**src/rtl/cpu_pkg.sv**
```systemverilog
// Shared definitions for the parametrised core: opcodes, state encoding, ALU ops,
// flag positions and the debug bus layout.
package cpu_pkg;

    localparam logic [7:0] OP_NOP    = 8'h00;
    localparam logic [7:0] OP_MVI_B  = 8'h06;
    localparam logic [7:0] OP_MVI_A  = 8'h3E;
    localparam logic [7:0] OP_MOV_BA = 8'h47;
    localparam logic [7:0] OP_MOV_AB = 8'h78;
    localparam logic [7:0] OP_MOV_BC = 8'h41;
    localparam logic [7:0] OP_MOV_CB = 8'h48;
    localparam logic [7:0] OP_MOV_BH = 8'h44;
    localparam logic [7:0] OP_MOV_HB = 8'h60;
    localparam logic [7:0] OP_MOV_BL = 8'h45;
    localparam logic [7:0] OP_MOV_LB = 8'h68;
    localparam logic [7:0] OP_MOV_MB = 8'h70;
    localparam logic [7:0] OP_MOV_BM = 8'h46;
    localparam logic [7:0] OP_ADD_B  = 8'h80;
    localparam logic [7:0] OP_ADD_M  = 8'h86;
    localparam logic [7:0] OP_SUB_B  = 8'h90;
    localparam logic [7:0] OP_ANA_B  = 8'hA0;
    localparam logic [7:0] OP_XRA_B  = 8'hA8;
    localparam logic [7:0] OP_CMP_B  = 8'hB8;
    localparam logic [7:0] OP_INR_A  = 8'h3C;
    localparam logic [7:0] OP_DCR_A  = 8'h3D;
    localparam logic [7:0] OP_JMP    = 8'hC3;
    localparam logic [7:0] OP_JZ     = 8'hCA;
    localparam logic [7:0] OP_JNZ    = 8'hC2;
    localparam logic [7:0] OP_JC     = 8'hDA;
    localparam logic [7:0] OP_JNC    = 8'hD2;
    localparam logic [7:0] OP_CALL   = 8'hCD;
    localparam logic [7:0] OP_RET    = 8'hC9;
    localparam logic [7:0] OP_PUSH_B = 8'hC5;
    localparam logic [7:0] OP_POP_B  = 8'hC1;
    localparam logic [7:0] OP_HLT    = 8'h76;

    typedef enum logic [3:0] {
        F_ADDR = 4'd0,
        F_WAIT = 4'd1,
        F_DEC  = 4'd2,
        EXEC   = 4'd3,
        O_ADDR = 4'd4,
        O_WAIT = 4'd5,
        O_LOAD = 4'd6,
        W_DROP = 4'd7,
        HALT   = 4'd8
    } state_t;

    typedef enum logic [2:0] {
        ALU_ADD, ALU_SUB, ALU_AND, ALU_XOR, ALU_INC, ALU_DEC
    } alu_op_t;

    // Flags are held as a 4-bit vector so they drop straight into the debug bus.
    localparam int FLAG_CY = 3;
    localparam int FLAG_S  = 2;
    localparam int FLAG_Z  = 1;
    localparam int FLAG_P  = 0;

    // Debug bus, MSB first: {CY,S,Z,P, state, IR, A, B, C, H, L, SP, PC}
    function automatic int dbg_width(input int data_w, input int addr_w);
        return 5 * data_w + 2 * addr_w + 16;
    endfunction

endpackage

```
**src/rtl/cpu_alu.sv**
```systemverilog
// Combinational ALU: result plus CY/S/Z/P. INC/DEC pass the incoming carry through.
module cpu_alu
    import cpu_pkg::*;
#(
    parameter int DATA_W = 8
) (
    input  alu_op_t           op,
    input  logic [DATA_W-1:0] a,
    input  logic [DATA_W-1:0] b,
    input  logic              cy_in,
    output logic [DATA_W-1:0] result,
    output logic              cy,
    output logic              s,
    output logic              z,
    output logic              p
);

    logic [DATA_W:0] ext;

    always_comb begin
        ext = {1'b0, a};
        cy  = cy_in;
        case (op)
            ALU_ADD: begin
                ext = {1'b0, a} + {1'b0, b};
                cy  = ext[DATA_W];
            end
            // The extra top bit of the difference is the borrow (a < b).
            ALU_SUB: begin
                ext = {1'b0, a} - {1'b0, b};
                cy  = ext[DATA_W];
            end
            ALU_AND: begin
                ext = {1'b0, a & b};
                cy  = 1'b0;
            end
            ALU_XOR: begin
                ext = {1'b0, a ^ b};
                cy  = 1'b0;
            end
            ALU_INC: ext = {1'b0, a + DATA_W'(1)};
            ALU_DEC: ext = {1'b0, a - DATA_W'(1)};
            default: ext = {1'b0, a};
        endcase
        result = ext[DATA_W-1:0];
        s      = result[DATA_W-1];
        z      = (result == '0);
        p      = ~^result;
    end

endmodule

```
**src/rtl/cpu_core_param.sv**
```systemverilog
// Stepped fetch/decode/execute core with hardware stack; one FSM state per enabled step.
//
// state  | meaning
// F_ADDR | drive PC onto mem_addr
// F_WAIT | RAM read in flight
// F_DEC  | latch opcode, choose path
// EXEC   | register/ALU op, untaken jump, write setup (MOV M,B / PUSH / CALL push)
// O_ADDR | drive operand/memory/stack address
// O_WAIT | RAM read in flight
// O_LOAD | consume read data
// W_DROP | release mem_we
// HALT   | stopped until reset
module cpu_core_param
    import cpu_pkg::*;
#(
    parameter int                DATA_W   = 8,
    parameter int                ADDR_W   = 8,
    parameter logic [ADDR_W-1:0] RESET_PC = '0
) (
    input  logic                                 clk_qzt,
    input  logic                                 reset,
    input  logic                                 en,
    input  logic                                 step,
    input  logic [DATA_W-1:0]                    mem_rdata,
    output logic [DATA_W-1:0]                    mem_wdata,
    output logic [ADDR_W-1:0]                    mem_addr,
    output logic                                 mem_we,
    output logic                                 halted,
    output logic [dbg_width(DATA_W, ADDR_W)-1:0] dbg_interface
);

    state_t            state, state_nxt;
    logic [ADDR_W-1:0] pc, pc_nxt, sp, sp_nxt, addr_nxt;
    logic [DATA_W-1:0] reg_a, reg_b, reg_c, reg_h, reg_l, z_tmp;
    logic [DATA_W-1:0] reg_a_nxt, reg_b_nxt, reg_c_nxt, reg_h_nxt, reg_l_nxt, z_tmp_nxt;
    logic [DATA_W-1:0] wdata_nxt;
    logic [7:0]        ir, ir_nxt, op_d;
    logic [3:0]        flags, flags_nxt;
    logic              we_nxt, jmp_take;

    alu_op_t           alu_op;
    logic [DATA_W-1:0] alu_b, alu_res;
    logic              alu_cy, alu_s, alu_z, alu_p;

    cpu_alu #(.DATA_W(DATA_W)) u_alu (
        .op     (alu_op),
        .a      (reg_a),
        .b      (alu_b),
        .cy_in  (flags[FLAG_CY]),
        .result (alu_res),
        .cy     (alu_cy),
        .s      (alu_s),
        .z      (alu_z),
        .p      (alu_p)
    );

    always_ff @(posedge clk_qzt or negedge reset) begin
        if (!reset) begin
            state     <= F_ADDR;
            pc        <= RESET_PC;
            sp        <= '1;
            reg_a     <= '0;
            reg_b     <= '0;
            reg_c     <= '0;
            reg_h     <= '0;
            reg_l     <= '0;
            z_tmp     <= '0;
            ir        <= '0;
            flags     <= '0;
            mem_addr  <= '0;
            mem_wdata <= '0;
            mem_we    <= 1'b0;
        end else if (en && step) begin
            state     <= state_nxt;
            pc        <= pc_nxt;
            sp        <= sp_nxt;
            reg_a     <= reg_a_nxt;
            reg_b     <= reg_b_nxt;
            reg_c     <= reg_c_nxt;
            reg_h     <= reg_h_nxt;
            reg_l     <= reg_l_nxt;
            z_tmp     <= z_tmp_nxt;
            ir        <= ir_nxt;
            flags     <= flags_nxt;
            mem_addr  <= addr_nxt;
            mem_wdata <= wdata_nxt;
            mem_we    <= we_nxt;
        end
    end

    // Opcode is decoded straight off the RAM bus in F_DEC, before IR holds it.
    assign op_d  = mem_rdata[7:0];
    assign alu_b = (state == O_LOAD) ? mem_rdata : reg_b;

    always_comb begin
        case (op_d)
            OP_JMP:  jmp_take = 1'b1;
            OP_JZ:   jmp_take = flags[FLAG_Z];
            OP_JNZ:  jmp_take = ~flags[FLAG_Z];
            OP_JC:   jmp_take = flags[FLAG_CY];
            OP_JNC:  jmp_take = ~flags[FLAG_CY];
            default: jmp_take = 1'b0;
        endcase
        case (ir)
            OP_SUB_B, OP_CMP_B: alu_op = ALU_SUB;
            OP_ANA_B:           alu_op = ALU_AND;
            OP_XRA_B:           alu_op = ALU_XOR;
            OP_INR_A:           alu_op = ALU_INC;
            OP_DCR_A:           alu_op = ALU_DEC;
            default:            alu_op = ALU_ADD;
        endcase
    end

    always_comb begin
        state_nxt = state;
        pc_nxt    = pc;
        sp_nxt    = sp;
        reg_a_nxt = reg_a;
        reg_b_nxt = reg_b;
        reg_c_nxt = reg_c;
        reg_h_nxt = reg_h;
        reg_l_nxt = reg_l;
        z_tmp_nxt = z_tmp;
        ir_nxt    = ir;
        flags_nxt = flags;
        addr_nxt  = mem_addr;
        wdata_nxt = mem_wdata;
        we_nxt    = mem_we;
        case (state)
            F_ADDR: begin
                addr_nxt  = pc;
                we_nxt    = 1'b0;
                state_nxt = F_WAIT;
            end
            F_WAIT: state_nxt = F_DEC;
            F_DEC: begin
                ir_nxt = op_d;
                if (op_d == OP_HLT)
                    state_nxt = HALT;
                else if (jmp_take || op_d inside {OP_MVI_B, OP_MVI_A, OP_MOV_BM, OP_ADD_M,
                                                  OP_POP_B, OP_RET, OP_CALL})
                    state_nxt = O_ADDR;
                else
                    state_nxt = EXEC;
            end
            EXEC: begin
                state_nxt = F_ADDR;
                pc_nxt    = pc + ADDR_W'(1);
                case (ir)
                    OP_MOV_BA: reg_b_nxt = reg_a;
                    OP_MOV_AB: reg_a_nxt = reg_b;
                    OP_MOV_BC: reg_b_nxt = reg_c;
                    OP_MOV_CB: reg_c_nxt = reg_b;
                    OP_MOV_BH: reg_b_nxt = reg_h;
                    OP_MOV_HB: reg_h_nxt = reg_b;
                    OP_MOV_BL: reg_b_nxt = reg_l;
                    OP_MOV_LB: reg_l_nxt = reg_b;
                    OP_ADD_B, OP_SUB_B, OP_ANA_B, OP_XRA_B, OP_INR_A, OP_DCR_A: begin
                        reg_a_nxt = alu_res;
                        flags_nxt = {alu_cy, alu_s, alu_z, alu_p};
                    end
                    OP_CMP_B: flags_nxt = {alu_cy, alu_s, alu_z, alu_p};
                    OP_JZ, OP_JNZ, OP_JC, OP_JNC: pc_nxt = pc + ADDR_W'(2);
                    OP_MOV_MB: begin
                        addr_nxt  = reg_h[ADDR_W-1:0];
                        wdata_nxt = reg_b;
                        we_nxt    = 1'b1;
                        state_nxt = W_DROP;
                    end
                    OP_PUSH_B: begin
                        sp_nxt    = sp - ADDR_W'(1);
                        addr_nxt  = sp - ADDR_W'(1);
                        wdata_nxt = reg_b;
                        we_nxt    = 1'b1;
                        state_nxt = W_DROP;
                    end
                    // CALL arrives here after the target fetch; push the return address.
                    OP_CALL: begin
                        sp_nxt    = sp - ADDR_W'(1);
                        addr_nxt  = sp - ADDR_W'(1);
                        wdata_nxt = DATA_W'(pc + ADDR_W'(2));
                        we_nxt    = 1'b1;
                        pc_nxt    = z_tmp[ADDR_W-1:0];
                        state_nxt = W_DROP;
                    end
                    default: ;
                endcase
            end
            O_ADDR: begin
                state_nxt = O_WAIT;
                case (ir)
                    OP_MOV_BM, OP_ADD_M: addr_nxt = reg_h[ADDR_W-1:0];
                    OP_POP_B, OP_RET:    addr_nxt = sp;
                    default:             addr_nxt = pc + ADDR_W'(1);
                endcase
            end
            O_WAIT: state_nxt = O_LOAD;
            O_LOAD: begin
                state_nxt = F_ADDR;
                case (ir)
                    OP_MVI_B: begin
                        reg_b_nxt = mem_rdata;
                        pc_nxt    = pc + ADDR_W'(2);
                    end
                    OP_MVI_A: begin
                        reg_a_nxt = mem_rdata;
                        pc_nxt    = pc + ADDR_W'(2);
                    end
                    OP_MOV_BM: begin
                        reg_b_nxt = mem_rdata;
                        pc_nxt    = pc + ADDR_W'(1);
                    end
                    OP_ADD_M: begin
                        reg_a_nxt = alu_res;
                        flags_nxt = {alu_cy, alu_s, alu_z, alu_p};
                        pc_nxt    = pc + ADDR_W'(1);
                    end
                    OP_POP_B: begin
                        reg_b_nxt = mem_rdata;
                        sp_nxt    = sp + ADDR_W'(1);
                        pc_nxt    = pc + ADDR_W'(1);
                    end
                    OP_RET: begin
                        pc_nxt = mem_rdata[ADDR_W-1:0];
                        sp_nxt = sp + ADDR_W'(1);
                    end
                    OP_CALL: begin
                        z_tmp_nxt = mem_rdata;
                        state_nxt = EXEC;
                    end
                    default: pc_nxt = mem_rdata[ADDR_W-1:0];
                endcase
            end
            W_DROP: begin
                we_nxt    = 1'b0;
                state_nxt = F_ADDR;
            end
            HALT:    state_nxt = HALT;
            default: state_nxt = F_ADDR;
        endcase
    end

    assign halted        = (state == HALT);
    assign dbg_interface = {flags, state, ir, reg_a, reg_b, reg_c, reg_h, reg_l, sp, pc};

endmodule

```
**config.mk**
```make
export PLATFORM = sky130hd
export DESIGN_NAME = cpu_core_param
export DESIGN_NICKNAME = d
export VERILOG_FILES = /design/src/rtl/cpu_pkg.sv /design/src/rtl/cpu_alu.sv /design/src/rtl/cpu_core_param.sv
export SDC_FILE = /design/constraint.sdc
export NUM_CORES = 1
export LEC_CHECK = 0
export BUFFER_PORTS_ARGS = -buffer_cell sky130_fd_sc_hd__buf_2
export CORE_UTILIZATION = 61
export CTS_CLUSTER_SIZE = 16
export DETAILED_ROUTE_END_ITERATION = 8
export HOLD_SLACK_MARGIN = 0.05
export MAX_ROUTING_LAYER = met4
export PLACE_DENSITY = 0.89
export SYNTH_ARGS = -nofsm -noshare
export SYNTH_HDL_FRONTEND = slang
export SYNTH_SLANG_ARGS = --single-unit
```
**constraint.sdc**
```tcl
create_clock -name clk_qzt -period 6.4 [get_ports clk_qzt]
set_clock_uncertainty 0.05 [all_clocks]
set_input_delay 1.28 -clock clk_qzt [delete_from_list [all_inputs] [get_ports clk_qzt]]
set_output_delay 1.28 -clock clk_qzt [all_outputs]
set_load 0.05 [all_outputs]
```
# == Word level (Yosys, flattened, before mapping) ==
# Index checks and enable logic that the tools add are counted.
# word_totals
reg_bits,97
# op_classes
n_reduce_logical,38
n_eq_ne,65
bitwise,4
n_addsub,8
muxes,31
# ops
cell,n
"== test 8 bit, second input constant",23
case mux 8 bit (2 select lines),10
"== test 8 x 7 -> 1 bit, second input constant",12
case mux 8 bit (3 select lines),2
case mux 8 bit (6 select lines),1
"== test 8 x 6 -> 1 bit, second input constant",4
2-to-1 mux 8 bit,4
case mux 4 bit (8 select lines),1
case mux 8 bit (4 select lines),1
"adder 8 x 1 -> 8 bit, second input constant",3
AND reduction 3 bit,8
"== test 4 x 3 -> 1 bit, second input constant",4
"== test 8 x 3 -> 1 bit, second input constant",2
AND reduction 4 bit,4
OR reduction 2 bit,8
"subtractor 8 x 1 -> 8 bit, second input constant",2
case mux 3 bit (5 select lines),1
2-to-1 mux 4 bit,3
"inequality test 2 bit, second input constant",6
adder 8 x 8 -> 9 bit,1
OR reduction 3 bit,3
subtractor 8 x 8 -> 9 bit,1
"adder 8 x 2 -> 8 bit, second input constant",1
AND 8 bit,1
32 further kinds,40

# == Logic depth before layout (Yosys ltp) ==
# Gate-level depths: netlist (run 1).
# logic_depth
depth_word,8
depth_mapped,19
ltp_nobuf,15

# == Cells and area by module ==
# A second synthesis (run 1) with hierarchy kept.
# hier_totals
cells_unflattened,893
hier_area_um2,7593.5
# by_module_without_submodules
module,cells_per_inst,area_per_inst_um2,seq_area_each_um2,n_inst
cpu_core_param,673,6059.6,2437.3,1
cpu_alu,220,1534.0,0.0,1

# == Worst setup path before layout (run 1) ==
# Ideal clock, no wire load.
# synth_timing
kind,register to register
from,reg state[0]
to,reg flags[0]
n_path_buf,4
stages_incl_launch_ff,19
path_slack_ps,1874
required_ps,6225
synth_period_minus_slack_ps,4526
setup_time_ps,125
t_arrival_ps,4351
path_cell_list,dfrtp_1 clkbuf_2 or4bb_1 clkbuf_1 clkbuf_1 nand2_1 nand2_1 ha_1 clkbuf_1 nor2_1 a221o_1 o211ai_1 nand2_1 a2111o_1 nor2_1 ha_1 xnor2_1 xnor2_1 mux2_2
# synth_between
elab_chain_cells,7
elab_cells_between_ends,16
# synth_rtl
item,line_no,source
"start, declared",cpu_core_param.sv:32,"state_t state, state_nxt;"
"start signal, assigned",cpu_core_param.sv:74,state <= state_nxt;
== test 4 x 3 -> 1 bit,"cpu_core_param.sv:93, cpu_core_param.sv:129",
2-to-1 mux 8 bit,cpu_core_param.sv:93,assign alu_b = (state == O_LOAD) ? mem_rdata : reg_b;
"subtractor 8 x 8 -> 9 bit, or another cell as far along",cpu_alu.sv:30,"ext = {1'b0, a} - {1'b0, b};"
case mux 8 bit (6 select lines),cpu_alu.sv:23,case (op)
XNOR reduction 8 bit,cpu_alu.sv:48,p = ~^result;
2-to-1 mux 4 bit (on tied branches),"cpu_core_param.sv:200, cpu_core_param.sv:149",
case mux 4 bit (2 select lines),cpu_core_param.sv:129,case (state)
"end signal, assigned",cpu_core_param.sv:84,flags <= flags_nxt;
"end, declared",cpu_core_param.sv:38,"logic [3:0] flags, flags_nxt;"
# Parallel ways exist; a longest one is shown, timed or not. The select of a mux whose other input is x is not followed.
# A chain may end at the register's enable or synchronous reset.

# == Worst setup path in the final report (run 1) ==
# layout_timing
from,reg ir[3]
to,reg flags[0]
# layout_between
elab_chain_cells,8
elab_cells_between_ends,25
# layout_rtl
item,line_no,source
"start, declared",cpu_core_param.sv:37,"logic [7:0] ir, ir_nxt, op_d;"
"start signal, assigned",cpu_core_param.sv:83,ir <= ir_nxt;
== test 8 bit,"cpu_core_param.sv:104, cpu_core_param.sv:149",
OR reduction 2 bit,cpu_core_param.sv:104,case (ir)
case mux 3 bit (5 select lines),cpu_core_param.sv:104,
"== test 3 bit, or another cell as far along",cpu_alu.sv:23,
case mux 8 bit (6 select lines),cpu_alu.sv:23,
XNOR reduction 8 bit,cpu_alu.sv:48,
2-to-1 mux 4 bit (on tied branches),"cpu_core_param.sv:200, cpu_core_param.sv:149",
case mux 4 bit (2 select lines),cpu_core_param.sv:129,
# Parallel ways exist; a longest one is shown, timed or not. The select of a mux whose other input is x is not followed.

==> results of run 1 <==
==> layer usage <==
layer  global-route usage  vias up  share of wire  wire length (um)
li1                     -     3259              -                 -
met4                0.149        0          0.039               917
met5                    -        -              0                 0
met3               0.0980      107           0.11              2710
met2                0.574      573           0.45             10600
met1                0.530     3563           0.40              9440
==> layout by cell type (no fill, tap or decap), types with 11 or more instances in the layout <==
master	synthesis	routed
buf_2	13	100
a221oi_1	19	19
nand4_1	11	11
and3_1	11	11
nand2_1	72	72
a22o_1	13	13
a21oi_1	48	48
nor2_1	59	59
dfrtp_1	89	89
nor3_1	18	18
nand3_1	21	21
mux2_2	55	55
nand2b_1	12	12
inv_1	24	24
o21ai_0	51	51
a22oi_1	12	12
xnor2_1	23	23
xor2_1	11	11
ha_1	31	31
==> sequential cells by signal, indices dropped and copies added (netlist names) <==
name	flops
reg_b	8
sp	8
mem_we	1
mem_wdata	8
reg_a	8
z_tmp	8
pc	8
reg_l	8
reg_h	8
state	4
reg_c	8
mem_addr	8
flags	4
ir	8
==> final cells by class <==
class                   count  area (um2)
well taps                 147         184
clock inverters             6        83.8
fillers                   918        3650
clock buffers              10         239
repair buffers            109         568
multi-input cells         655        4700
inverters                  25        93.8
flip-flops and latches     97        2440
==> cell families after synthesis <==
kind of cell | synth area share
simple gates | 0.209
compound gates | 0.222
flops | 0.326
buf+inv | 0.0477
mux | 0.0962
xor+xnor | 0.0398
fa+ha+maj | 0.0599
==> worst max-delay path by stage <==
| stage | end | slack [ns] | cells after the start |
|---|---|---|---|
| final | flags[0]$_DFFE_PN0P_ | 1.58 | 13 |
| after global routing | flags[0]$_DFFE_PN0P_ | 1.32 | 13 |
| after CTS | flags[0]$_DFFE_PN0P_ | 1.73 | 13 |
| after detailed placement | flags[0]$_DFFE_PN0P_ | 1.74 | 13 |
| after global placement | flags[0]$_DFFE_PN0P_ | 1.85 | 13 |
| after floorplan | flags[0]$_DFFE_PN0P_ | 1.87 | 18 |
==> power breakdown <==
group	internal [mW]	switching [mW]	total (mW)
Clock	0.324	0.268	0.591
Combinational	0.804	1.48	2.28
Sequential	0.752	0.362	1.11
Total	1.88	2.11	3.99
==> worst min-delay path, cell delays in order (launching register included) <==
cell and delay [ns]:
dfrtp_1 0.34, nand2_1 0.04, o21ai_0 0.06
==> metrics.txt, run 1 <==
hold_ws=0.422 ns; max-slew violations=0; via/cell ratio=7.15; CP bufs+invs=0; Core Box Area=12000 um2; period utilization=0.753; Mapped Area=7480 um2; die area=12700 um2; Starting DRT DRC Count=1120; ANT cells=0; pwr dens=480 nW/um2; Placed Cells=1033; Post-Layout Cell Count=1049; R2R depth=13; Synth top cells by count=dfrtp_1 (89), nand2_1 (72), nor2_1 (59), mux2_2 (55), o21ai_0 (51); Startpoint Class=flop; first-pass GRT wire length=37.4 mm; Cell Chain, Critical Path=nand4_1 -> nor3_2 -> ha_1 -> a211oi_1 -> o21ai_0 -> and3_1 -> a31o_2 -> a2111o_1 -> nor2_1 -> ha_1 -> xnor2_1 -> xnor2_1 -> mux2_2; total power draw=3.99 mW; CTS max path bufs=2; clock sink total=97; later-pin clock latency in the skew report=0.36 ns; CTS resizes=0; pin count of the biggest net entering global routing=59; critical path fanouts, max=24; number of enable flip-flop cells after synthesis=0; Leak=3.80 nW; number of hold buffers added after cts=0; Mapped Nets=884; Post-Syn Instances=838; Reg2Reg Setup Slack=1.58 ns; slowest CP cell=dfrtp_1; status=complete, no violations; initial antenna violation count=0; vias=7502; top-area cell type share of the netlist area=0.298; # Post-CTS Setup Buffers=0; Final WS setup=1.58 ns; Critical Path RT=6.60 ns; cell area after layout=8310 um2; CP delay by family, top=simple AND/OR/NAND/NOR gates; WHS Endpoint=mem_addr[2]$_DFFE_PN0P_; Critical Path Start=ir[3]$_DFFE_PN0P_; RSZ-0062 raised after global routing=no; top cell type by total area after synthesis=dfrtp_1; beginning of the worst hold path=mem_addr[2]$_DFFE_PN0P_; Post-DRT Antenna Nets=0; final design utilization=0.695; CP Data Arrival Time=5.02 ns; htree depth=3; gr usage total=0.394; Syn Area/Cell=8.93 um2; placed inst area=7990 um2; register area share after synthesis=0.326; Distinct cells, synth=87; vias in the first global route=6745; commonest register cell after synthesis=dfrtp_1; Post-Route Setup TNS=0 ns; maximum VDD drop=0.342 mV; CTS tree=done; Inserted Clock Buffers=9; Hold Crit Depth=2; I/O pin count=102; Row Count=40; Ys Warns=0; CP Capture Type=flop; Yosys reg bits=97; CP peak stage delay=0.95 ns; Max Clock Freq=208 MHz; Routed Wire Length=23.7 mm; top-count cell post-synth=dfrtp_1; r2r startpoint=ir[3]$_DFFE_PN0P_; Slew @ Worst Pin=1.08 ns; grt ovf=0; Die Y=113 um; final setup fails=0; MaxCap Viol Count=0; post-detail-place hpwl=16.7 mm; share of layout cells above drive strength 1=0.238; CTS root buf=clkbuf_16; WL per Instance=22.5 um; PortBufs=101; Net count, final=943; Crit Path Class=flop to flop; min Tclk post-route=4.82 ns; Syn-to-layout area delta=11.1%; RR Endpoint=flags[0]$_DFFE_PN0P_; CTS clock-pin slew for the worst setup and hold paths=0.08 ns; Max-slew headroom=0.280; placer congestion estimate=1.01; DIE WIDTH=113 um; DRC=0; Final Hold Viols=0; pre-CTS setup slack=1.74 ns; Initial Util=0.626; Area contributors post-synth=dfrtp_1 (30%), mux2_2 (8.3%), ha_1 (5.2%); FFs w/ async S/R, synth=1.00; first drt pass iteration count=6; Worst Hold Class=flop to flop
Note: power is estimated with default switching activity, not from simulation.
==> run 2, diff against run 1 <==
ABC_AREA = 1   (was unset)
CORE_UTILIZATION = 59   (was 61)
PLACE_DENSITY = 0.86   (was 0.89)
clock period = 4.9 ns   (was 6.4 ns; I/O delays follow)
==> run 2 against run 1 <==
Clock power is 20% higher. Sequential power rose by 30%. Sequential cell count unchanged. Clock-buffer cell count fell by 1. Hold slack improved by 0.010 ns. Core utilization decreased by 0.37 points. Final cell count up 29%. Die area is 4.1% higher. Non-clock buffer count is 4 lower. Global-route usage grew 0.080 points. First-iteration DRC count fell by 17%. Largest cell class unchanged.
==> metrics.txt, run 2 <==
Post-Route Setup TNS=0 ns; P_sw=3.39 mW; Leak=4.25 nW; Cell Chain, Critical Path=inv_2 -> nor2_4 -> nand2_2 -> buf_4 -> nor2_1 -> a21oi_1 -> inv_1 -> fa_1 -> inv_1 -> nand3_1 -> nand2_1 -> nand2_1 -> nand3_1 -> o21ai_0 -> nor3b_1 -> ha_1 -> xnor2_1 -> xnor2_1 -> nand2_1 -> o21ai_0 -> inv_1; min Tclk post-route=4.17 ns; Synth top cells by count=nand2_1 (299), inv_1 (119), o21ai_0 (102), nor2_1 (100), dfrtp_1 (89); pin count of the biggest net entering global routing=73; number of enable flip-flop cells after synthesis=0; die area=13200 um2; max-slew violations=0; maximum VDD drop=0.416 mV; CTS resizes=0; CTS tree=done; # Post-CTS Setup Buffers=0; top-count cell post-synth=nand2_1; DIE WIDTH=115 um; placer congestion estimate=1.00; CP Capture Type=flop; status=complete, no violations; top-area cell type share of the netlist area=0.295; Routed Wire Length=24.5 mm; final setup fails=0; PortBufs=101; Worst Hold Class=flop to flop; commonest register cell after synthesis=dfrtp_1; Placed Cells=1339; CP delay by family, top=simple AND/OR/NAND/NOR gates; critical path depth=21; CTS root buf=clkbuf_16; slowest CP cell=dfrtp_1; Syn-to-layout area delta=12.0%; fill count=1129; CTS max path bufs=2; CP bufs+invs=5; Startpoint Class=flop; CP Data Arrival Time=4.37 ns; MaxCap Viol Count=0; WL per Instance=18.1 um; share of layout cells above drive strength 1=0.152; later-pin clock latency in the skew report=0.35 ns; gr usage total=0.395; htree depth=3; commonest non-fill, non-tap cells in the layout=nand2_1 (299), inv_1 (119), o21ai_0 (102); first drt pass iteration count=6; most common cell after layout, fill and taps aside=nand2_1; register area share after synthesis=0.323; Yosys reg bits=97; FFs w/ async S/R, synth=1.00; Ys Warns=0; Comb pwr share=0.638; switch share=0.570; Net count, final=1228; Distinct cells, synth=51; GR peak layer=met2; clock sink total=97; grt ovf=0; pwr dens=705 nW/um2; Post-DRT Antenna Nets=0; Slew @ Worst Pin=0.918 ns; post-detail-place hpwl=19.3 mm; vias in the first global route=7499; R2R depth=21; critical path fanouts, max=22; final design utilization=0.691; CTS clock-pin slew for the worst setup and hold paths=0.08 ns; via/cell ratio=5.94; initial antenna violation count=0; Hold Crit Depth=2; Critical Path RT=5.09 ns; Inserted Clock Buffers=9; I/O pin count=102; Syn Area/Cell=6.90 um2; top cell type by total area after synthesis=dfrtp_1; RSZ-0062 raised after global routing=no; first-pass GRT wire length=38.6 mm; Mapped Nets=1139; Int Pwr=2.56 mW; Starting DRT DRC Count=933; vias=8054; CP peak stage delay=0.47 ns; DRC=0; register share of total power=0.243; Global Route met2 Usage=0.641; Final Hold Viols=0; Core Box Area=12200 um2; number of hold buffers added after cts=0; Max-slew headroom=0.388; met1 Track Usage GR=0.472; Post-Syn Instances=1093; Crit Path Class=flop to flop; period utilization=0.851; Initial Util=0.617; Row Count=40; Area contributors post-synth=dfrtp_1 (30%), nand2_1 (15%), o21ai_0 (6.8%); Mapped Area=7540 um2; Post-Layout Cell Count=1356; Die Y=115 um; Clock Power Share=0.120; met3 GRT Util=0.0627; Max Clock Freq=240 MHz
==> run 2: worst register-to-register path: stages, from the launching register on <==
cell,delay (ns)
dfrtp_1,0.47
inv_2,0.13
nor2_4,0.04
nand2_2,0.25
buf_4,0.31
nor2_1,0.11
a21oi_1,0.37
inv_1,0.14
fa_1,0.45
inv_1,0.10
nand3_1,0.10
nand2_1,0.09
nand2_1,0.05
nand3_1,0.10
o21ai_0,0.13
nor3b_1,0.31
ha_1,0.31
xnor2_1,0.19
xnor2_1,0.15
nand2_1,0.07
o21ai_0,0.08
inv_1,0.06
==> run 2: layer usage <==
layer	vias to the layer above	share of wire
li1	3798	-
met1	3776	0.41
met2	386	0.48
met4	0	0.050
met3	94	0.066
met5	-	0
==> run 2: final timing paths <==
path,slack [ns],to,from
worst min-delay path,0.43,mem_addr[5]$_DFFE_PN0P_,mem_addr[5]$_DFFE_PN0P_
worst max-delay path,0.73,flags[0]$_DFFE_PN0P_,state[1]$_DFFE_PN0P_
worst max register to register,0.73,flags[0]$_DFFE_PN0P_,state[1]$_DFFE_PN0P_
min in group asynchronous,0.69,state[3]$_DFFE_PN0P_,reset
max in group asynchronous,3.20,sp[6]$_DFFE_PN1P_,reset
worst min register to register,0.43,mem_addr[5]$_DFFE_PN0P_,mem_addr[5]$_DFFE_PN0P_
==> run 2: kinds of logic after synthesis <==
group	synth area share
buffers and inverters	0.0845
AO/OA/AOI/OAI	0.169
adder cells (fa/ha/maj)	0.0594
AND/OR/NAND/NOR	0.328
flip-flops	0.323
XOR/XNOR	0.0360
==> run 2: power groups by stage <==
stage	Clock [mW]	Combinational [mW]	Sequential, mW
floorplan	0	2.15	2.05
detailed placement	0	3.73	1.44
finish	0.711	3.79	1.44
global placement	0	3.69	1.44
global route	0.739	4.14	1.47
CTS	0.707	3.75	1.43
==> run 2: stage by stage <==
step	worst slack [ns]	cell area, um2	hold slack (ns)	power, mW
after CTS	0.771	8440	0.434	5.89
after floorplan	0.920	7540	0.403	4.20
after detailed placement	0.680	8140	0.418	5.17
after global placement	0.735	8140	0.410	5.13
after global routing	0.389	8440	0.458	6.35
final	0.728	8440	0.432	5.95
==> run 2: final cells by class <==
| class | count | area (um2) | share of cell area |
|---|---|---|---|
| multi-input cells | 840 | 4460 | 0.529 |
| clock buffers | 9 | 225 | 0.0267 |
| well taps | 168 | 210 | 0.0249 |
| inverters | 129 | 489 | 0.0580 |
| flip-flops and latches | 97 | 2440 | 0.289 |
| clock inverters | 7 | 72.6 | 0.00860 |
| diodes | 1 | 2.50 | 0.000297 |
| repair buffers | 105 | 538 | 0.0638 |
